--- config.mk ---
export PLATFORM = sky130hd
export DESIGN_NAME = box_motion_controller
export DESIGN_NICKNAME = d
export VERILOG_FILES = /design/src/rtl/box_motion_controller.sv
export SDC_FILE = /design/constraint.sdc
export NUM_CORES = 1
export LEC_CHECK = 0
export ABC_AREA = 1
export ABC_CLOCK_PERIOD_IN_PS = 2400
export BUFFER_PORTS_ARGS = -buffer_cell sky130_fd_sc_hd__buf_2
export CORE_UTILIZATION = 55
export DETAILED_ROUTE_END_ITERATION = 10
export PLACE_DENSITY = 0.76
export SKIP_LAST_GASP = 1
export SYNTH_ARGS = -nofsm -noshare
export SYNTH_HDL_FRONTEND = slang
export SYNTH_SLANG_ARGS = --single-unit
--- constraint.sdc ---
create_clock -name game_tick_clock -period 2.4 [get_ports game_tick_clock]
set_clock_uncertainty 0.15 [all_clocks]
set_input_delay 0.12 -clock game_tick_clock [delete_from_list [all_inputs] [get_ports game_tick_clock]]
set_output_delay 0.12 -clock game_tick_clock [all_outputs]
set_load 0.01 [all_outputs]
--- src/rtl/box_motion_controller.sv ---
// Vertical motion sequencer for the flappy-box player: tick divider, flap/gravity
// integration and READY/FLYING/FALLING/CRASHED control with floor and ceiling limits.
module box_motion_controller #(
    parameter int TICK_DIV     = 833333,
    parameter int Y_START      = 60,
    parameter int Y_FLOOR      = 112,
    parameter int FLAP_VEL     = 6,
    parameter int MAX_FALL_VEL = 7,
    parameter int GRAV_TICKS   = 4
) (
    input  logic       game_tick_clock,
    input  logic       resetn,
    input  logic       tap,
    input  logic       start,
    output logic [6:0] y_coordinate,
    output logic [3:0] velocity,
    output logic       moving_up,
    output logic [1:0] state,
    output logic       update_tick,
    output logic       crashed
);

    localparam int DIV_W  = (TICK_DIV > 2) ? $clog2(TICK_DIV) : 1;
    localparam int GRAV_W = $clog2(GRAV_TICKS + 1);

    typedef enum logic [1:0] {
        ST_READY   = 2'd0,
        ST_FALLING = 2'd1,
        ST_FLYING  = 2'd2,
        ST_CRASHED = 2'd3
    } state_t;

    state_t            state_q, state_d;
    logic [DIV_W-1:0]  div_q, div_d;
    logic [GRAV_W-1:0] grav_q, grav_d;
    logic [6:0]        y_q, y_d;
    logic [3:0]        vel_q, vel_d;
    logic              tap_pending_q, tap_pending_d;
    logic              update_tick_q, update_tick_d;
    logic              moving_up_q, moving_up_d;
    logic              crashed_q, crashed_d;

    logic              tick;
    logic              in_air;
    logic              flap;
    logic signed [7:0] y_up;
    logic [7:0]        y_dn;
    logic [GRAV_W-1:0] grav_inc;
    logic              grav_wrap;

    // Falling speed grows by one per gravity step but never past terminal velocity.
    function automatic logic [3:0] sat_fall_inc(input logic [3:0] v);
        if (v >= 4'(MAX_FALL_VEL))
            return 4'(MAX_FALL_VEL);
        return v + 4'd1;
    endfunction

    // Rising speed decays towards zero without wrapping.
    function automatic logic [3:0] sat_rise_dec(input logic [3:0] v);
        if (v == 4'd0)
            return 4'd0;
        return v - 4'd1;
    endfunction

    always_comb begin
        tick      = (div_q == DIV_W'(TICK_DIV - 1));
        div_d     = tick ? '0 : div_q + 1'b1;
        in_air    = (state_q == ST_FALLING) || (state_q == ST_FLYING);
        flap      = in_air && (tap_pending_q || tap);
        y_up      = $signed({1'b0, y_q}) - $signed({4'b0, vel_q});
        y_dn      = {1'b0, y_q} + {4'b0, vel_q};
        grav_inc  = grav_q + 1'b1;
        grav_wrap = (grav_inc == GRAV_W'(GRAV_TICKS));

        tap_pending_d = tick ? 1'b0 : (tap_pending_q || (in_air && tap));
        state_d       = state_q;
        y_d           = y_q;
        vel_d         = vel_q;
        grav_d        = grav_q;

        case (state_q)
            ST_READY: begin
                y_d   = 7'(Y_START);
                vel_d = 4'd0;
                if (start) begin
                    state_d = ST_FLYING;
                    vel_d   = 4'(FLAP_VEL);
                    grav_d  = '0;
                end
            end
            ST_CRASHED: begin
                if (start) begin
                    state_d = ST_READY;
                    y_d     = 7'(Y_START);
                    vel_d   = 4'd0;
                    grav_d  = '0;
                end
            end
            ST_FLYING: begin
                if (tick) begin
                    if (flap) begin
                        vel_d  = 4'(FLAP_VEL);
                        grav_d = '0;
                    end else if (y_up <= 8'sd0) begin
                        // Hitting the ceiling stops the climb but is not a crash.
                        y_d     = 7'd0;
                        vel_d   = 4'd0;
                        state_d = ST_FALLING;
                    end else begin
                        y_d    = y_up[6:0];
                        grav_d = grav_wrap ? '0 : grav_inc;
                        if (grav_wrap) begin
                            vel_d = sat_rise_dec(vel_q);
                            if (sat_rise_dec(vel_q) == 4'd0)
                                state_d = ST_FALLING;
                        end
                    end
                end
            end
            default: begin
                if (tick) begin
                    if (flap) begin
                        vel_d   = 4'(FLAP_VEL);
                        grav_d  = '0;
                        state_d = ST_FLYING;
                    end else if (y_dn >= 8'(Y_FLOOR)) begin
                        y_d     = 7'(Y_FLOOR);
                        vel_d   = 4'd0;
                        state_d = ST_CRASHED;
                    end else begin
                        y_d    = y_dn[6:0];
                        grav_d = grav_wrap ? '0 : grav_inc;
                        if (grav_wrap)
                            vel_d = sat_fall_inc(vel_q);
                    end
                end
            end
        endcase

        update_tick_d = tick;
        moving_up_d   = (state_d == ST_FLYING);
        crashed_d     = (state_d == ST_CRASHED);
    end

    always_ff @(posedge game_tick_clock or negedge resetn) begin
        if (!resetn) begin
            state_q       <= ST_READY;
            div_q         <= '0;
            grav_q        <= '0;
            y_q           <= 7'(Y_START);
            vel_q         <= 4'd0;
            tap_pending_q <= 1'b0;
            update_tick_q <= 1'b0;
            moving_up_q   <= 1'b0;
            crashed_q     <= 1'b0;
        end else begin
            state_q       <= state_d;
            div_q         <= div_d;
            grav_q        <= grav_d;
            y_q           <= y_d;
            vel_q         <= vel_d;
            tap_pending_q <= tap_pending_d;
            update_tick_q <= update_tick_d;
            moving_up_q   <= moving_up_d;
            crashed_q     <= crashed_d;
        end
    end

    assign y_coordinate = y_q;
    assign velocity     = vel_q;
    assign state        = state_q;
    assign update_tick  = update_tick_q;
    assign moving_up    = moving_up_q;
    assign crashed      = crashed_q;

endmodule

# Word level (Yosys, flattened, before mapping)
# Index checks and enable logic that the tools add are counted.
[classes]
n_addsub = 6
order_cmp = 3
eq_ne = 15
muxes = 61
reduce_logical = 16
[op_table]
columns = ["operator", "n"]
rows = [
  ["4-bit two-way mux", 17],
  ["7-bit two-way mux", 7],
  ["3-bit two-way mux", 9],
  ["7-bit one-hot mux with 3 select lines", 1],
  ["20-bit by 1-bit adder with 20-bit output, second input constant", 1],
  ["20-bit equality test, second input constant", 1],
  ["2-bit two-way mux", 10],
  ["20-bit two-way mux", 1],
  ["5-bit AND reduction", 3],
  ["1-bit two-way mux", 13],
  ["4-bit one-hot mux with 3 select lines", 1],
  ["7-bit by 4-bit adder with 8-bit output", 1],
  ["2-bit equality test, second input constant", 4],
  ["8-bit by 7-bit greater-or-equal comparator with 1-bit output, second input constant", 1],
  ["8-bit by 1-bit less-or-equal comparator with 1-bit output, second input constant", 1],
  ["4-bit zero test", 2],
  ["7-bit by 4-bit subtractor with 8-bit output", 1],
  ["2-bit inequality test, second input constant", 3],
  ["2-bit one-hot mux with 3 select lines", 1],
  ["3-bit one-hot mux with 2 select lines", 1],
  ["6-bit nonzero test", 1],
  ["4-bit by 1-bit adder with 4-bit output, second input constant", 1],
  ["4-bit by 3-bit greater-or-equal comparator with 1-bit output, second input constant", 1],
  ["4-bit by 3-bit inequality test with 1-bit output, second input constant", 1],
  ["other kinds (15)", 18],
]
[totals]
regBits = 40
in_bits = 4
output_inout_bits = 16
elab_cells = 110

# Depth between registers and ports, before layout
[depth]
depth_word = 21
depth_mapped = 20

# Worst setup path before layout
# No wires, ideal clock.
[synth_timing]
path_type = "register to register"
from = "register vel_q[0] (netlist: velocity[0])"
to = "register vel_q[1] (netlist: velocity[1])"
setup_ns = 0.123
t_arrival_ns = 2.073
required_time_ns = 2.127
setup_slack_ns = 0.054
path_stages_with_launch = 16
synth_period_minus_slack_ns = 2.346
path_cell_list = "dfrtp_1 -> ha_1 -> fa_1 -> nand2_1 -> a21oi_1 -> nand3_1 -> nor2_1 -> nand3_2 -> nand2_2 -> inv_2 -> nand2_1 -> nand2_1 -> nand2_1 -> nand2_2 -> nand2_1 -> o21ai_1"
[synth_via]
elab_chain_len = 13
word_cells_on_any_way = 34
classes_between = "4 x add/sub; 3 x order compare; 1 x eq/ne; 23 x mux; 3 x reduce/logical"
[synth_rtl]
columns = ["item", "line_no", "source"]
rows = [
  ["start, declared", "37", "logic [3:0] vel_q, vel_d;"],
  ["start signal, assigned", "161", "vel_q <= vel_d;"],
  ["4-bit by 3-bit greater-or-equal comparator with 1-bit output or 4-bit zero test (tied branches)", "53, 60", ""],
  ["1-bit two-way mux (on tied branches)", "53, 60", ""],
  ["1-bit two-way mux (on tied branches)", "133, 112", ""],
  ["1-bit two-way mux (on tied branches)", "126, 104", ""],
  ["1-bit two-way mux (on tied branches)", "122, 101", ""],
  ["1-bit two-way mux (on tied branches)", "121, 100", ""],
  ["1-bit two-way mux", "81", "case (state_q)"],
  ["4-bit two-way mux (on tied branches)", "55, 62", ""],
  ["4-bit two-way mux (on tied branches)", "--", ""],
  ["4-bit two-way mux (on tied branches)", "126, 104", ""],
  ["4-bit two-way mux (on tied branches)", "122, 101", ""],
  ["4-bit two-way mux (on tied branches)", "121, 100", ""],
  ["4-bit one-hot mux with 3 select lines", "81", ""],
]
# Several ways; a longest one is shown, not always the timed one. The select of a mux whose other input is x is not followed.
# A chain may end at the register's enable or synchronous reset.

# Worst setup path after layout
[layout_timing]
from = "register vel_q[0] (netlist: velocity[0])"
to = "register vel_q[0] (netlist: velocity[0])"
# Same word-level chain as after synthesis.

==> flow_metrics.tcl <==
set metrics [dict create \
    grt.total_usage_pct 26.5 \
    internal-power_mw 2.26 \
    timing.critical_path.required_ps 2490 \
    timing.reg2reg.worst_path_depth 16 \
    global_route.overflow_total 0 \
    multiInputGateArea_sq_mm 0.00183 \
    cts_made_buffers 5 \
    achievable_clock_frequency_ghz 0.400 \
    timing.critical_path.from_type "register" \
    drt_drc_violations_left 0 \
    p_per_area_mw_per_mm2 1230 \
    p_sw_share_pct 48.8 \
    syn-mean-instance-area_sq_um 7.09 \
    timing_max_transition_violations_final 0 \
    antenna_left 0 \
    floorplan.die.width_microns 76.2 \
    rr_startpoint "velocity[0]$_DFFE_PN0P_" \
    final_layout_size_suffix_gt1_share_pct 26.0 \
    ys_top_cells_by_area "sky130_fd_sc_hd__dfrtp_1 30%, sky130_fd_sc_hd__nand2_1 13%, sky130_fd_sc_hd__inv_1 7.7%" \
    dp_hpwl_microns 5270 \
    timing_worst_slew_pin_value_ps 895 \
    cts.clk_slew.worst_paths_ps 90 \
    peakVddDrop_mv 0.608 \
    die_h_microns 76.2 \
    final-setup-viol-count 13 \
    floorplan.die_area_sq_mm 0.00581 \
    drt_iter0_markers 131 \
    min-delay-path-class "in -> reg" \
    std_cell_rows 26 \
    synth-seq-cells 40 \
    timing.critical_path.fanout_max 7 \
    drt-total-wl_microns 7390 \
    global_route_wire_length_before_repair_microns 12500 \
    finalHoldViolations 0 \
    power.sequential.fraction_pct 22.1 \
    synthToLayoutAreaGrowth_pct 19.0 \
    via_count 2935 \
    io_pins 20 \
    p_sw_mw 2.16 \
    mostFrequentLayoutCells "85 x sky130_fd_sc_hd__nand2_1, 58 x sky130_fd_sc_hd__inv_1, 55 x sky130_fd_sc_hd__nor2_1, 35 x sky130_fd_sc_hd__dfrtp_1, 23 x sky130_fd_sc_hd__nand2_2" \
    p_total_mw 4.42 \
    grt_start_max_net_pins 41 \
    layout_worst_path_cycle_share_pct 104 \
    utilization_pct 69.2 \
    wl_per_cell_microns 13.6 \
    postSynthNetCount 451 \
    p_comb_share_pct 63.9 \
    worstHoldPathCells 6 \
    synthesis.area_sq_mm 0.00303 \
    fillers 446 \
    failed_checks "negative setup slack" \
    critical_path.startpoint "velocity[0]$_DFFE_PN0P_" \
    synth_cell_types 39 \
    critPathArrivalTime_ps 2590 \
    first_global_vias 2850 \
    layout_min_cycle_time_ps 2500 \
    initial_antenna_violation_count 0 \
    nNetsFinal 496 \
    timing.final.ws_setup_ps -103 \
    layout.cells.most_common "sky130_fd_sc_hd__nand2_1" \
    cap_violations 0 \
    critical_path.endpoint_type "register" \
    port_buffers 19 \
    grt_setup_unrepaired "yes" \
    initial_utilization_pct 58.2 \
    tritoncts "done" \
    status "finished with violations" \
    diodes 0 \
    clk-insertion-delay-late_ps 300 \
    worst_slew_margin_rel_pct 40.4 \
    static-leakage-power_nw 1.89 \
    critical_path_type "reg -> reg" \
    cts_max_path_buffers 2 \
    synth_top_area_cell "sky130_fd_sc_hd__dfrtp_1" \
    synthesis.instances 427 \
    gp_congestion 0.882 \
    yosys.area.top_type_share_pct 29.7 \
    mean_number_of_vias_per_cell 5.41 \
    cts_root_buffer "sky130_fd_sc_hd__clkbuf_8" \
    min_from "start" \
    clkSinkCount 40 \
    share_of_synthesized_area_occupied_by_flip_flops_and_latches_pct 33.2 \
    clkPwrFrac_pct 13.9 \
    detail_route.first_pass.iterations 7 \
    fp.coreArea_sq_mm 0.00520 \
    ff2ff_setup_slack_ps -100 \
    h-tree-depth 2 \
    regArea_sq_mm 0.00101 \
    yosysWarningCount 0 \
]
## layer usage
layer	GRT usage (%)	share of wire (%)	vias to the layer above
met5	0	0	-
met4	11.3	3.0	0
met3	4.55	4.3	26
met2	47.1	50	108
met1	31.4	43	1355
li1	-	-	1446
## state kept, by name, summed over array words and instances, names as in the netlist
register and cells:
crashed 1, div_q 20, grav_q 3, moving_up 1, state 2, tap_pending_q 1, update_tick 1, velocity 4
y_coordinate 7
## final timing paths
check,end
max,velocity[0]$_DFFE_PN0P_
min,state[0]$_DFF_PN0_
max reg2reg,velocity[0]$_DFFE_PN0P_
min reg2reg,div_q[19]$_DFF_PN0_
max in group asynchronous,velocity[0]$_DFFE_PN0P_
min in group asynchronous,velocity[2]$_DFFE_PN0P_
## cell type report
cell class | instances | share of cell area, %
well taps | 70 | 2.43
clock inverters | 1 | 0.833
clock buffers | 7 | 2.67
repair buffers | 43 | 7.78
flip-flops and latches | 40 | 28.0
multi-input cells | 313 | 50.9
inverters | 69 | 7.43
## Yosys cell counts
library cell               number
sky130_fd_sc_hd__clkinv_1       1
sky130_fd_sc_hd__nand2_2        9
sky130_fd_sc_hd__clkinv_2       1
sky130_fd_sc_hd__nand2_4        1
sky130_fd_sc_hd__a31oi_2        1
sky130_fd_sc_hd__xor2_1         6
sky130_fd_sc_hd__xnor2_1        1
sky130_fd_sc_hd__clkinv_4       1
sky130_fd_sc_hd__o31ai_1        1
sky130_fd_sc_hd__fa_1           2
sky130_fd_sc_hd__a21oi_2        2
sky130_fd_sc_hd__dfrtp_1       36
sky130_fd_sc_hd__inv_1         62
sky130_fd_sc_hd__nor2_4         3
sky130_fd_sc_hd__nor2_2         3
sky130_fd_sc_hd__buf_6          1
sky130_fd_sc_hd__nor3_2         1
sky130_fd_sc_hd__or2_4          1
sky130_fd_sc_hd__o21ai_0       22
sky130_fd_sc_hd__clkbuf_1       1
sky130_fd_sc_hd__dfstp_2        4
sky130_fd_sc_hd__nand3_1       26
sky130_fd_sc_hd__a21oi_1       19
sky130_fd_sc_hd__or2_2          1
sky130_fd_sc_hd__nand4_4        1
sky130_fd_sc_hd__nor2_1        55
sky130_fd_sc_hd__inv_2          3
sky130_fd_sc_hd__nand3b_1       2
sky130_fd_sc_hd__nand4_1       12
sky130_fd_sc_hd__nand2_1      101
sky130_fd_sc_hd__nand3_2        6
sky130_fd_sc_hd__buf_4          3
sky130_fd_sc_hd__o22ai_1        2
sky130_fd_sc_hd__o211ai_1       1
sky130_fd_sc_hd__nor4_4         1
sky130_fd_sc_hd__o21ai_1        5
sky130_fd_sc_hd__inv_4          1
sky130_fd_sc_hd__ha_1          18
sky130_fd_sc_hd__nor3_1        10
## kinds of logic after synthesis
kind of cell | after synthesis | share of synthesized area, %
compound gates | 53 | 9.50
xor+xnor | 7 | 2.02
fa+ha+maj | 20 | 8.76
buf+inv | 74 | 10.1
flops | 40 | 33.2
simple gates | 233 | 36.4
## worst max-delay path: stages, from the launching register on
cell and delay (ps):
sky130_fd_sc_hd__dfrtp_2 460, sky130_fd_sc_hd__ha_4 180, sky130_fd_sc_hd__fa_2 580, sky130_fd_sc_hd__nand2_2 50
sky130_fd_sc_hd__a21oi_2 90, sky130_fd_sc_hd__nand3_1 80, sky130_fd_sc_hd__nor2_1 130, sky130_fd_sc_hd__nand3_2 100
sky130_fd_sc_hd__nand2_2 100, sky130_fd_sc_hd__inv_2 50, sky130_fd_sc_hd__nand2_2 60, sky130_fd_sc_hd__nand2_2 60
sky130_fd_sc_hd__nand2_2 80, sky130_fd_sc_hd__nand2_4 70, sky130_fd_sc_hd__inv_2 70, sky130_fd_sc_hd__nand2_2 40
sky130_fd_sc_hd__nand2_1 70
## power by group through the flow
stage | Clock [mW] | Combinational, mW | Sequential (mW)
6_report | 0.615 | 2.83 | 0.978
5_1_grt | 0.656 | 3.14 | 1.00
4_1_cts | 0.622 | 2.53 | 0.964
3_5_place_dp | 0 | 2.44 | 0.970
3_3_place_gp | 0 | 2.41 | 0.965
2_1_floorplan | 0 | 1.72 | 1.02
## per-stage QoR
stage	setup TNS [ps]	hold WS, ps	area [sq um]	std cells	setup WS, ps
floorplan	0	-326	3030	427	54.1
global placement	0	141	3300	528	28.6
detailed placement	-204	151	3300	528	-36.2
CTS	-120	138	3500	540	-32.0
global route	-2850	155	3600	543	-255
finish	-627	128	3600	543	-103
## repair_timing
item	in CTS	in global routing
pin swaps	6	14
setup endpoints to repair	13	17
hold buffers	2	0
buffers inserted	2	3
resized for setup	13	30
hold endpoints to repair	37	0
Power figures use the tool's default switching activity.
